==> config.mk <==
export PLATFORM = sky130hd
export DESIGN_NAME = apbdma_chan_arbiter_flat
export DESIGN_NICKNAME = d
export VERILOG_FILES = /design/src/rtl/apbdma_arb_pkg.sv /design/src/rtl/apbdma_chan_arbiter_if.sv /design/src/rtl/apbdma_rr_pick.sv /design/src/rtl/apbdma_chan_arbiter.sv /design/src/flat_wrapper.sv
export SDC_FILE = /design/constraint.sdc
export NUM_CORES = 1
export LEC_CHECK = 0
export BUFFER_PORTS_ARGS = -buffer_cell sky130_fd_sc_hd__buf_2
export CAP_MARGIN = 20
export CORE_AREA = 2 2 81 83
export CTS_CLUSTER_DIAMETER = 30
export CTS_CLUSTER_SIZE = 16
export DETAILED_ROUTE_END_ITERATION = 7
export DIE_AREA = 0 0 83 85
export PLACE_DENSITY = 0.95
export SLEW_MARGIN = 30
export SYNTH_ARGS = -nofsm -noshare
export SYNTH_HDL_FRONTEND = slang
export SYNTH_SLANG_ARGS = --single-unit
==> constraint.sdc <==
create_clock -name pclk -period 6 [get_ports pclk]
set_input_delay 1.2 -clock pclk [delete_from_list [all_inputs] [get_ports pclk]]
set_output_delay 1.2 -clock pclk [all_outputs]
set_load 0.02 [all_outputs]
==> src/rtl/apbdma_arb_pkg.sv <==
// Shared types and width helpers for the APB DMA channel arbiter.
// Optional watchdog macro used by the arbiter: APBDMA_ARB_WATCHDOG_EN.
package apbdma_arb_pkg;

    typedef enum logic [0:0] {
        IDLE  = 1'b0,
        BURST = 1'b1
    } arb_state_e;

    // Beat-count width: must hold MaxBeats itself, not just MaxBeats-1.
    function automatic int LenW(input int max_beats);
        return $clog2(max_beats + 1);
    endfunction

    function automatic int IdxW(input int num_chan);
        return (num_chan > 1) ? $clog2(num_chan) : 1;
    endfunction

    localparam int NUM_CHAN_DEF  = 4;
    localparam int MAX_BEATS_DEF = 16;

    typedef logic [LenW(MAX_BEATS_DEF)-1:0] len_t;
    typedef logic [IdxW(NUM_CHAN_DEF)-1:0]  idx_t;
    typedef logic [31:0]                    beat_t;

endpackage

==> src/rtl/apbdma_chan_arbiter_if.sv <==
// Channel-side and midend-side bus of the arbiter. master = arbiter, slave = channels/midend.
interface apbdma_chan_arbiter_if
    import apbdma_arb_pkg::*;
#(
    parameter int NumChan  = 4,
    parameter int MaxBeats = 16
);
    localparam int LW = LenW(MaxBeats);

    logic [NumChan-1:0]         chan_req_i;
    logic [NumChan-1:0][LW-1:0] chan_len_i;
    logic [NumChan-1:0]         chan_gnt_o;
    beat_t [NumChan-1:0]        chan_data_i;
    logic [NumChan-1:0]         chan_valid_i;
    logic [NumChan-1:0]         chan_ready_o;
    beat_t                      w_data_o;
    logic                       w_valid_o;
    logic                       w_ready_i;
    logic [NumChan-1:0]         burst_done_o;
    logic                       busy_o;
    logic [NumChan-1:0]         err_o;

    modport master (
        input  chan_req_i, chan_len_i, chan_data_i, chan_valid_i, w_ready_i,
        output chan_gnt_o, chan_ready_o, w_data_o, w_valid_o, burst_done_o, busy_o, err_o
    );

    modport slave (
        output chan_req_i, chan_len_i, chan_data_i, chan_valid_i, w_ready_i,
        input  chan_gnt_o, chan_ready_o, w_data_o, w_valid_o, burst_done_o, busy_o, err_o
    );

endinterface

==> src/rtl/apbdma_rr_pick.sv <==
// Combinational round-robin picker: first set request at or after i_start, wrapping.
module apbdma_rr_pick
    import apbdma_arb_pkg::*;
#(
    parameter int NumChan = 4
) (
    input  logic [NumChan-1:0]         i_req,
    input  logic [IdxW(NumChan)-1:0]   i_start,
    output logic [NumChan-1:0]         o_gnt,
    output logic [IdxW(NumChan)-1:0]   o_idx,
    output logic                       o_any
);
    localparam int IW = IdxW(NumChan);

    always_comb begin
        int                c;
        logic [IW-1:0]     w_c;
        // NOTE: every output gets a default before the loop so no path leaves it unassigned (no latch).
        o_gnt = '0;
        o_idx = '0;
        o_any = 1'b0;
        for (int i = 0; i < NumChan; i++) begin
            c = int'(i_start) + i;
            if (c >= NumChan) c = c - NumChan;
            w_c = IW'(c);
            if (!o_any && i_req[w_c]) begin
                o_any      = 1'b1;
                o_gnt[w_c] = 1'b1;
                o_idx      = w_c;
            end
        end
    end

endmodule

==> src/rtl/apbdma_chan_arbiter.sv <==
// Round-robin burst arbiter sharing the midend write-beat path between NumChan channels.
// Optional stall watchdog: define APBDMA_ARB_WATCHDOG_EN.
module apbdma_chan_arbiter
    import apbdma_arb_pkg::*;
#(
    parameter int NumChan       = 4,
    parameter int MaxBeats      = 16,
    parameter int TimeoutCycles = 256
) (
    input  logic                 pclk,
    input  logic                 preset_n,
    apbdma_chan_arbiter_if.master bus
);
    localparam int             LW        = LenW(MaxBeats);
    localparam int             IW        = IdxW(NumChan);
    localparam logic [IW-1:0]  LAST_CHAN = IW'(NumChan - 1);
    localparam logic [LW-1:0]  MAX_LEN   = LW'(MaxBeats);

    arb_state_e         r_state;
    logic [NumChan-1:0] r_gnt;
    logic [NumChan-1:0] r_done;
    logic [LW-1:0]      r_beat_cnt;
    logic [IW-1:0]      r_last_idx;

    logic [IW-1:0]      w_start;
    logic [IW-1:0]      w_pick_idx;
    logic [NumChan-1:0] w_pick_gnt;
    logic               w_pick_any;
    logic [LW-1:0]      w_len_raw;
    logic [LW-1:0]      w_len_clamped;
    logic               w_burst;
    logic               w_valid;
    logic               w_hs;

    assign w_start = (r_last_idx == LAST_CHAN) ? '0 : r_last_idx + IW'(1);

    apbdma_rr_pick #(.NumChan(NumChan)) u_pick (
        .i_req   (bus.chan_req_i),
        .i_start (w_start),
        .o_gnt   (w_pick_gnt),
        .o_idx   (w_pick_idx),
        .o_any   (w_pick_any)
    );

    assign w_len_raw = bus.chan_len_i[w_pick_idx];

    always_comb begin
        w_len_clamped = w_len_raw;
        if (w_len_raw == '0)         w_len_clamped = LW'(1);
        else if (w_len_raw > MAX_LEN) w_len_clamped = MAX_LEN;
    end

    // In BURST, r_last_idx is the granted channel; the beat path is a pure mux off it.
    assign w_burst          = (r_state == BURST);
    assign w_valid          = w_burst & bus.chan_valid_i[r_last_idx];
    assign w_hs             = w_valid & bus.w_ready_i;
    assign bus.w_valid_o    = w_valid;
    assign bus.w_data_o     = w_burst ? bus.chan_data_i[r_last_idx] : '0;
    assign bus.chan_ready_o = r_gnt & {NumChan{bus.w_ready_i}};
    assign bus.chan_gnt_o   = r_gnt;
    assign bus.burst_done_o = r_done;
    assign bus.busy_o       = w_burst;

`ifdef APBDMA_ARB_WATCHDOG_EN
    localparam int SW = $clog2(TimeoutCycles + 1);

    logic [SW-1:0]      r_stall;
    logic [NumChan-1:0] r_err;
    logic               w_timeout;

    assign w_timeout = w_burst && !w_hs && (r_stall == SW'(TimeoutCycles - 1));
    assign bus.err_o = r_err;

    always_ff @(posedge pclk or negedge preset_n) begin
        if (!preset_n)           r_stall <= '0;
        else if (!w_burst || w_hs) r_stall <= '0;
        else                     r_stall <= r_stall + SW'(1);
    end
`else
    assign bus.err_o = '0;
`endif

    always_ff @(posedge pclk or negedge preset_n) begin
        if (!preset_n) begin
            // NOTE: sequential state uses non-blocking assignments so every register samples pre-edge values.
            r_state    <= IDLE;
            r_gnt      <= '0;
            r_done     <= '0;
            r_beat_cnt <= '0;
            r_last_idx <= LAST_CHAN;
`ifdef APBDMA_ARB_WATCHDOG_EN
            r_err      <= '0;
`endif
        end else begin
            r_done <= '0;
`ifdef APBDMA_ARB_WATCHDOG_EN
            r_err  <= '0;
`endif
            case (r_state)
                IDLE: begin
                    if (w_pick_any) begin
                        r_gnt      <= w_pick_gnt;
                        r_beat_cnt <= w_len_clamped;
                        r_last_idx <= w_pick_idx;
                        r_state    <= BURST;
                    end
                end
                BURST: begin
                    if (w_hs) begin
                        r_beat_cnt <= r_beat_cnt - LW'(1);
                        if (r_beat_cnt == LW'(1)) begin
                            r_gnt   <= '0;
                            r_done  <= r_gnt;
                            r_state <= IDLE;
                        end
                    end
`ifdef APBDMA_ARB_WATCHDOG_EN
                    else if (w_timeout) begin
                        r_gnt   <= '0;
                        r_err   <= r_gnt;
                        r_state <= IDLE;
                    end
`endif
                end
                default: r_state <= IDLE;
            endcase
        end
    end

endmodule

==> src/flat_wrapper.sv <==
// flat-port wrapper written by rule: the top's interface ports become plain ports
module apbdma_chan_arbiter_flat import apbdma_arb_pkg::*;
#(
    parameter int NumChan       = 4,
    parameter int MaxBeats      = 16,
    parameter int TimeoutCycles = 256
)
  (pclk, preset_n, bus_chan_req_i, bus_chan_len_i, bus_chan_data_i, bus_chan_valid_i, bus_w_ready_i, bus_chan_gnt_o, bus_chan_ready_o, bus_w_data_o, bus_w_valid_o, bus_burst_done_o, bus_busy_o, bus_err_o);
  apbdma_chan_arbiter_if #(.NumChan(NumChan), .MaxBeats(MaxBeats)) bus_i ();
  input  logic pclk;
  input  logic preset_n;
  input wire logic [$bits(bus_i.chan_req_i)-1:0] bus_chan_req_i;
  input wire logic [$bits(bus_i.chan_len_i)-1:0] bus_chan_len_i;
  input wire logic [$bits(bus_i.chan_data_i)-1:0] bus_chan_data_i;
  input wire logic [$bits(bus_i.chan_valid_i)-1:0] bus_chan_valid_i;
  input wire logic [$bits(bus_i.w_ready_i)-1:0] bus_w_ready_i;
  output wire logic [$bits(bus_i.chan_gnt_o)-1:0] bus_chan_gnt_o;
  output wire logic [$bits(bus_i.chan_ready_o)-1:0] bus_chan_ready_o;
  output wire logic [$bits(bus_i.w_data_o)-1:0] bus_w_data_o;
  output wire logic [$bits(bus_i.w_valid_o)-1:0] bus_w_valid_o;
  output wire logic [$bits(bus_i.burst_done_o)-1:0] bus_burst_done_o;
  output wire logic [$bits(bus_i.busy_o)-1:0] bus_busy_o;
  output wire logic [$bits(bus_i.err_o)-1:0] bus_err_o;
  assign bus_i.chan_req_i = bus_chan_req_i;
  assign bus_i.chan_len_i = bus_chan_len_i;
  assign bus_i.chan_data_i = bus_chan_data_i;
  assign bus_i.chan_valid_i = bus_chan_valid_i;
  assign bus_i.w_ready_i = bus_w_ready_i;
  assign bus_chan_gnt_o = bus_i.chan_gnt_o;
  assign bus_chan_ready_o = bus_i.chan_ready_o;
  assign bus_w_data_o = bus_i.w_data_o;
  assign bus_w_valid_o = bus_i.w_valid_o;
  assign bus_burst_done_o = bus_i.burst_done_o;
  assign bus_busy_o = bus_i.busy_o;
  assign bus_err_o = bus_i.err_o;
  apbdma_chan_arbiter #(.NumChan(NumChan), .MaxBeats(MaxBeats), .TimeoutCycles(TimeoutCycles)) u_core (.pclk(pclk), .preset_n(preset_n), .bus(bus_i));
endmodule
---- Word-level counts from Yosys, hierarchy flattened ----
Cells that the tools add are included.
operators by class
  reductions and logical operators ........ 14
  shift operators ......................... 0
  eq/ne operators ......................... 5
  order comparisons ....................... 15
  add/sub/neg operators ................... 9
  multiply operators ...................... 0
  div/mod/pow operators ................... 0
  bitwise operators ....................... 7
  multiplexer cells ....................... 56
operators by type and width
  cell                                                                                  count
  32-bit binary-select mux with 2-bit select                                            1
  32-bit 2-to-1 mux                                                                     2
  4-bit 2-to-1 mux                                                                      10
  5-bit 2-to-1 mux                                                                      5
  2-bit by 3-bit < comparator with 1-bit output (second input constant)                 6
  2-bit 2-to-1 mux                                                                      9
  1-bit 2-to-1 mux                                                                      16
  4-bit bitwise OR                                                                      3
  1-bit binary-select mux with 2-bit select                                             5
  5-bit binary-select mux with 2-bit select                                             1
  5-bit one-hot mux with 2 select lines                                                 1
  3-bit greater-or-equal comparator (second input constant)                             3
  1-bit demux with 2-bit select                                                         4
  2-bit by 1-bit greater-or-equal comparator with 1-bit output (second input constant)  4
  4-bit one-hot mux with 2 select lines                                                 1
  2-bit by 1-bit subtractor with 2-bit output (second input constant)                   4
  1-bit logical AND                                                                     7
  2-bit by 2-bit adder with 3-bit output (second input constant)                        2
  2-bit inequality test (second input constant)                                         3
  5-bit by 1-bit equality test with 1-bit output (second input constant)                1
  5-bit greater-than comparator (second input constant)                                 1
  5-bit zero test                                                                       1
  5-bit by 1-bit subtractor with 5-bit output (second input constant)                   1
  4-bit AND                                                                             1
  other kinds (10)                                                                      14
storage, ports and cells
  memories kept ........................... 0
  logic and storage cells ................. 111
  output and inout port bits .............. 50
  bits in read-only memories .............. 0
  latch bits .............................. 0
  bits of input ports ..................... 159
  bits in writable memories ............... 0
  register bits ........................... 16

---- Longest topological paths before layout ----
  depth in word-level cells ............... 23
  mapped depth ............................ 14
  mapped depth without buffers ............ 10

---- By module ----
A second synthesis with hierarchy kept.
unflattened totals
  cells, all modules ...................... 215
  area total of the unflattened synthesis .. 2379.8 um^2
by module, submodules not included
  module               instances  area an instance (um^2)  cells each  sequential area each (um^2)
  apbdma_chan_arbiter  1          1960.6                   170         402.9
  apbdma_rr_pick       1          419.2                    45          0.0

---- Least setup slack after synthesis ----
No wires, ideal clock.
  path kind ............................... reg-to-reg
  from .................................... register u_core.r_last_idx[0]
  to ...................................... register u_core.r_beat_cnt[0]
  cell stages (with the launch flop) ...... 15
  buffers on the path ..................... 4
  clock period less this slack ............ 3738 ps
  slack ................................... 2262 ps
  library setup time ...................... 87 ps
  required time ........................... 5913 ps
  data arrival time ....................... 3652 ps
  path through ............................ dfstp_2 > buf_2 > buf_1 > inv_1 > ha_1 > buf_6 > mux2i_1 > nand2_1 > o32ai_1 > o21ai_1 > and2_1 > buf_4 > mux2i_1 > o221a_2 > a211oi_2
between the ends
  cells in the longest elaborated chain, start to end .. 23
  elaborated cells between the ends (all ways) .. 55
  classes of those cells .................. 8 x add/sub; 5 x order compare; 3 x eq/ne; 29 x mux; 2 x bitwise; 8 x reduce/logical
ends and longest elaborated chain
  element                                                                          line                        text
  start: declaration                                                               apbdma_chan_arbiter.sv:23   logic [IW-1:0] r_last_idx;
  start signal: assignment                                                         apbdma_chan_arbiter.sv:104  r_last_idx <= w_pick_idx;
  branches (longest 23 deep; another with 2-bit by 1-bit adder with 3-bit output)  --
  end signal: assignment                                                           apbdma_chan_arbiter.sv:103  r_beat_cnt <= w_len_clamped;
  end signal: assignment                                                           apbdma_chan_arbiter.sv:110  r_beat_cnt <= r_beat_cnt - LW'(1);
  end: declaration                                                                 apbdma_chan_arbiter.sv:22   logic [LW-1:0] r_beat_cnt;
Parallel ways; which one is timed is not known. The select of a mux whose other input is x is not followed.
A chain may end at the register's enable or synchronous reset.

---- Worst setup path after layout ----
  from .................................... register u_core.r_last_idx[1]
  to ...................................... register u_core.r_beat_cnt[0]
Same word-level chain as after synthesis.

==> run_summary.xml <==
<?xml version="1.0" encoding="UTF-8"?>
<metrics>
  <group name="status">
    <metric name="outcome" unit="">finished clean</metric>
  </group>
  <group name="clock_network">
    <metric name="tritoncts" unit="">built</metric>
    <metric name="cts_post_setup_buffers_inserted" unit="">0</metric>
    <metric name="cts-hold-fix-buffers" unit="">0</metric>
    <metric name="clock_sink_count" unit="">16</metric>
    <metric name="clockRootBuffer" unit="">sky130_fd_sc_hd__clkbuf_8</metric>
    <metric name="cts_max_path_buffers" unit="">2</metric>
    <metric name="post_cts_sizing" unit="">0</metric>
    <metric name="clk_lat_worst_skew" unit="ns">0.26</metric>
    <metric name="tritoncts.num_buffers" unit="">3</metric>
    <metric name="path_clk_slew" unit="ns">0.07</metric>
    <metric name="h-tree-depth" unit="">1</metric>
  </group>
  <group name="floorplan">
    <metric name="number_of_placement_rows" unit="">29</metric>
    <metric name="fp.dieH" unit="microns">85</metric>
    <metric name="initial_utilization" unit="">0.424</metric>
    <metric name="design.portCount" unit="">209</metric>
    <metric name="die_width" unit="microns">83</metric>
    <metric name="die_area" unit="sq um">7060</metric>
    <metric name="fp.coreArea" unit="sq um">6200</metric>
  </group>
  <group name="hold_path">
    <metric name="whs_path_depth" unit="">1</metric>
    <metric name="hold_path.class" unit="">register to register</metric>
    <metric name="holdPathEnd" unit="">u_core.bus.burst_done_o[2]</metric>
    <metric name="hold_start" unit="">u_core.bus.chan_gnt_o[2]</metric>
  </group>
  <group name="drt">
    <metric name="drt.antenna.violating_nets" unit="">0</metric>
    <metric name="wl_per_cell" unit="microns">17.3</metric>
    <metric name="detail_route.drc_violations" unit="">0</metric>
    <metric name="totalWireLength" unit="microns">9370</metric>
    <metric name="detail_route.vias_per_cell" unit="">5.61</metric>
    <metric name="drt_iter0_drc" unit="">206</metric>
    <metric name="detailroute.via_count" unit="">3036</metric>
    <metric name="detail_route.first_pass.iterations" unit="">7</metric>
  </group>
  <group name="placement">
    <metric name="placed_cells" unit="">535</metric>
    <metric name="place.gp.congestion" unit="">0.868</metric>
    <metric name="portBuffers" unit="">204</metric>
    <metric name="dp.final_hpwl" unit="microns">7710</metric>
  </group>
  <group name="critical_path">
    <metric name="critical_path.reg2reg.endpoint" unit="">u_core.r_beat_cnt[0]</metric>
    <metric name="cp_slowest_cell" unit="">sky130_fd_sc_hd__dfstp_2</metric>
    <metric name="regToRegSetupSlack" unit="ns">1.88</metric>
    <metric name="crit_path_frequent_cell" unit="">sky130_fd_sc_hd__o21ai_1</metric>
    <metric name="path_class" unit="">register to register</metric>
    <metric name="end_kind" unit="">register</metric>
    <metric name="start_kind" unit="">register</metric>
    <metric name="path_delay_family" unit="">compound AO/OA/AOI/OAI gates</metric>
    <metric name="worst_r2r_path_depth" unit="">10</metric>
    <metric name="critical_path_required" unit="ns">6.18</metric>
    <metric name="critical_path.max_fanout" unit="">39</metric>
    <metric name="path_cells" unit="">inv_1 &gt; ha_1 &gt; mux2i_1 &gt; nand2_1 &gt; o32ai_1 &gt; o21ai_1 &gt; a2111oi_0 &gt; a31o_2 &gt; o21ai_1 &gt; a211oi_2</metric>
    <metric name="cpPeakStageDelay" unit="ns">1.15</metric>
    <metric name="critical_path.n_buffers_inverters" unit="">1</metric>
    <metric name="worstReg2RegStart" unit="">u_core.r_last_idx[1]</metric>
    <metric name="cp_data_arrival_time" unit="ns">4.30</metric>
    <metric name="timing.critical_path.from" unit="">u_core.r_last_idx[1]</metric>
  </group>
  <group name="yosys">
    <metric name="post_synthesis_share_of_cell_area_spent_on_xor_and_xnor_gates" unit="">0</metric>
    <metric name="synthesis.yosys.warnings" unit="">0</metric>
    <metric name="postSynthRegisterBits" unit="">16</metric>
    <metric name="synth_area_per_cell" unit="sq um">9.71</metric>
    <metric name="synthFlopType" unit="">sky130_fd_sc_hd__dfrtp_1</metric>
    <metric name="synth_async_sr_flop_share" unit="">1.00</metric>
    <metric name="synth-adder-area-share" unit="">0.0476</metric>
    <metric name="synthDistinctLibCells" unit="">61</metric>
    <metric name="synth_simple_gate_area_share" unit="">0.237</metric>
    <metric name="syn_inst" unit="">271</metric>
    <metric name="yosysTopAreaCellShare" unit="">0.291</metric>
    <metric name="synth_top_family_by_area" unit="">multiplexers</metric>
    <metric name="mappedNetlistArea" unit="sq um">2630</metric>
    <metric name="synth_edf_count" unit="">0</metric>
    <metric name="yosys-top-cells-area" unit="">sky130_fd_sc_hd__mux4_2 (29%), sky130_fd_sc_hd__dfrtp_1 (13%), sky130_fd_sc_hd__and2_1 (10%)</metric>
    <metric name="yosysSeqAreaShare" unit="">0.153</metric>
    <metric name="synth-compound-area-share" unit="">0.188</metric>
    <metric name="synth_top_area_cell" unit="">sky130_fd_sc_hd__mux4_2</metric>
    <metric name="synth.mux.area_fraction" unit="">0.314</metric>
  </group>
  <group name="grt">
    <metric name="grt_pass1_vias" unit="">2995</metric>
    <metric name="grt_max_degree" unit="">45</metric>
    <metric name="grt_first_pass_wirelength" unit="microns">14100</metric>
    <metric name="number_of_antenna_violations_at_the_first_check_in_global_routing" unit="">2</metric>
    <metric name="residual_overflow_from_global_routing" unit="">0</metric>
    <metric name="grtUsageTotal" unit="">0.245</metric>
  </group>
  <group name="power">
    <metric name="switching_share" unit="">0.517</metric>
    <metric name="power.share.clock" unit="">0.057</metric>
    <metric name="switching_power" unit="W">0.000886</metric>
    <metric name="power" unit="W">0.00171</metric>
    <metric name="vdd_drop_max" unit="V">0.000216</metric>
    <metric name="leakage" unit="nW">1.84</metric>
    <metric name="combinationalPowerShare" unit="">0.796</metric>
    <metric name="internal_power" unit="W">0.000829</metric>
    <metric name="p_per_area" unit="nW/um^2">462</metric>
    <metric name="pwr-share-seq" unit="">0.148</metric>
  </group>
  <group name="sta">
    <metric name="fin_setup_tns" unit="ns">0</metric>
    <metric name="worst_clock_skew" unit="ns">0.00996</metric>
    <metric name="setup-violations-final" unit="">0</metric>
    <metric name="timing.final.crit_share" unit="">0.686</metric>
    <metric name="worst_max_slew_pin_slew" unit="ns">0.936</metric>
    <metric name="rsz0062_at_grt" unit="">no</metric>
    <metric name="hold_viol" unit="">0</metric>
    <metric name="finalWorstPathRequiredPeriod" unit="ns">4.12</metric>
    <metric name="slew_headroom" unit="">0.376</metric>
    <metric name="timing_limited_maximum_frequency" unit="MHz">243</metric>
    <metric name="slew_viol_final" unit="">0</metric>
  </group>
  <group name="flow_run">
    <metric name="cap_viol_max_count" unit="">0</metric>
  </group>
  <group name="finish">
    <metric name="finish.net_count" unit="">632</metric>
    <metric name="areaGrowthSynthToFinish" unit="%">41.0</metric>
    <metric name="filler_cell_count" unit="">551</metric>
    <metric name="final-instance-count-excl-fill" unit="">541</metric>
    <metric name="final_layout_size_suffix_gt1_frac" unit="">0.569</metric>
  </group>
</metrics>
sequential cells by signal, summed over array words and instances, names as in the netlist:
name,cells
u_core.r_last_idx,2
u_core.bus.burst_done_o,4
u_core.r_beat_cnt,5
u_core.bus.chan_gnt_o,4
u_core.bus.busy_o,1
cell usage in the layout, fill, tap and decap left out, types with 3 or more instances in the layout:
cell / Yosys / routed
sky130_fd_sc_hd__nand3_1: 7 / 7
sky130_fd_sc_hd__mux4_2: 34 / 34
sky130_fd_sc_hd__a21boi_0: 3 / 3
sky130_fd_sc_hd__a221oi_1: 4 / 4
sky130_fd_sc_hd__o21bai_1: 3 / 3
sky130_fd_sc_hd__inv_1: 8 / 8
sky130_fd_sc_hd__a21oi_1: 9 / 9
sky130_fd_sc_hd__mux2i_1: 6 / 6
sky130_fd_sc_hd__o21ai_1: 5 / 5
sky130_fd_sc_hd__conb_1: 1 / 4
sky130_fd_sc_hd__dfrtp_1: 14 / 13
sky130_fd_sc_hd__clkbuf_8: 0 / 4
sky130_fd_sc_hd__nand2_1: 22 / 22
sky130_fd_sc_hd__ha_1: 10 / 10
sky130_fd_sc_hd__o21ai_0: 14 / 14
sky130_fd_sc_hd__nor2_1: 9 / 9
sky130_fd_sc_hd__nand2b_1: 3 / 3
sky130_fd_sc_hd__nand4_1: 4 / 4
sky130_fd_sc_hd__and2_1: 42 / 42
sky130_fd_sc_hd__nand3b_1: 5 / 5
sky130_fd_sc_hd__buf_2: 1 / 204
stage by stage:
| stage | cell area [sq um] | utilization | hold slack, ns | worst slack (ns) |
|---|---|---|---|---|
| after global placement | 3650 | 0.588 | 0.520 | 2.05 |
| final | 3710 | 0.598 | 0.547 | 1.88 |
| after CTS | 3710 | 0.597 | 0.555 | 1.89 |
| after floorplan | 2640 | - | 0.490 | 2.26 |
| after detailed placement | 3650 | 0.588 | 0.538 | 1.92 |
| after global routing | 3710 | 0.598 | 0.573 | 1.56 |
power by group through the flow:
stage                     Combinational, W  Sequential (W)  Clock [W]
after floorplan                    0.00110        0.000179          0
after detailed placement           0.00135        0.000255          0
final                              0.00136        0.000253  0.0000970
after global routing               0.00147        0.000266   0.000102
after global placement             0.00131        0.000247          0
after CTS                          0.00136        0.000253  0.0000981
worst max path at each step:
stage	end	slack [ns]	cells after the start
after floorplan	u_core.r_beat_cnt[0]	2.26	14
after global placement	u_core.r_beat_cnt[4]	2.05	10
after detailed placement	u_core.r_beat_cnt[4]	1.92	10
after CTS	u_core.r_beat_cnt[4]	1.89	10
after global routing	u_core.r_beat_cnt[4]	1.56	10
final	u_core.r_beat_cnt[0]	1.88	10
synthesized netlist by cell type (3+ instances only):
master / n
sky130_fd_sc_hd__buf_1: 3
sky130_fd_sc_hd__o21ai_0: 14
sky130_fd_sc_hd__nand4_1: 4
sky130_fd_sc_hd__inv_1: 8
sky130_fd_sc_hd__mux2i_1: 6
sky130_fd_sc_hd__mux4_2: 34
sky130_fd_sc_hd__o21ai_1: 5
sky130_fd_sc_hd__nand2_1: 22
sky130_fd_sc_hd__a21boi_0: 3
sky130_fd_sc_hd__nand2b_1: 3
sky130_fd_sc_hd__buf_4: 5
sky130_fd_sc_hd__clkbuf_1: 10
sky130_fd_sc_hd__ha_1: 10
sky130_fd_sc_hd__nor2_1: 9
sky130_fd_sc_hd__o21bai_1: 3
sky130_fd_sc_hd__a221oi_1: 4
sky130_fd_sc_hd__nand3b_1: 5
sky130_fd_sc_hd__and2_1: 42
sky130_fd_sc_hd__nand3_1: 7
sky130_fd_sc_hd__buf_6: 3
sky130_fd_sc_hd__dfrtp_1: 14
sky130_fd_sc_hd__a21oi_1: 9
final cells by class:
type                            count  area, sq um  share of cell area
Multi-Input combinational cell    228         2080               0.562
Timing Repair Buffer              206         1040               0.279
Sequential cell                    16          404               0.109
Tap cell                           77         96.3              0.0260
Clock buffer                        4         55.1              0.0148
Inverter                            8         30.0             0.00809
Antenna cell                        2         5.00             0.00135
metal layers:
metal | vias to the layer above | share of wire | track usage
met5 | - | 0 | 0
met4 | 0 | 0.018 | 0.0686
met3 | 15 | 0.076 | 0.0467
met2 | 162 | 0.52 | 0.450
met1 | 1442 | 0.39 | 0.295
li1 | 1417 | - | -
cells by family after synthesis:
family	Yosys count
buf+inv	30
other cells	1
mux	40
fa+ha+maj	10
simple gates	109
compound gates	65
flops	16
Note: power is estimated with default switching activity, not from simulation.
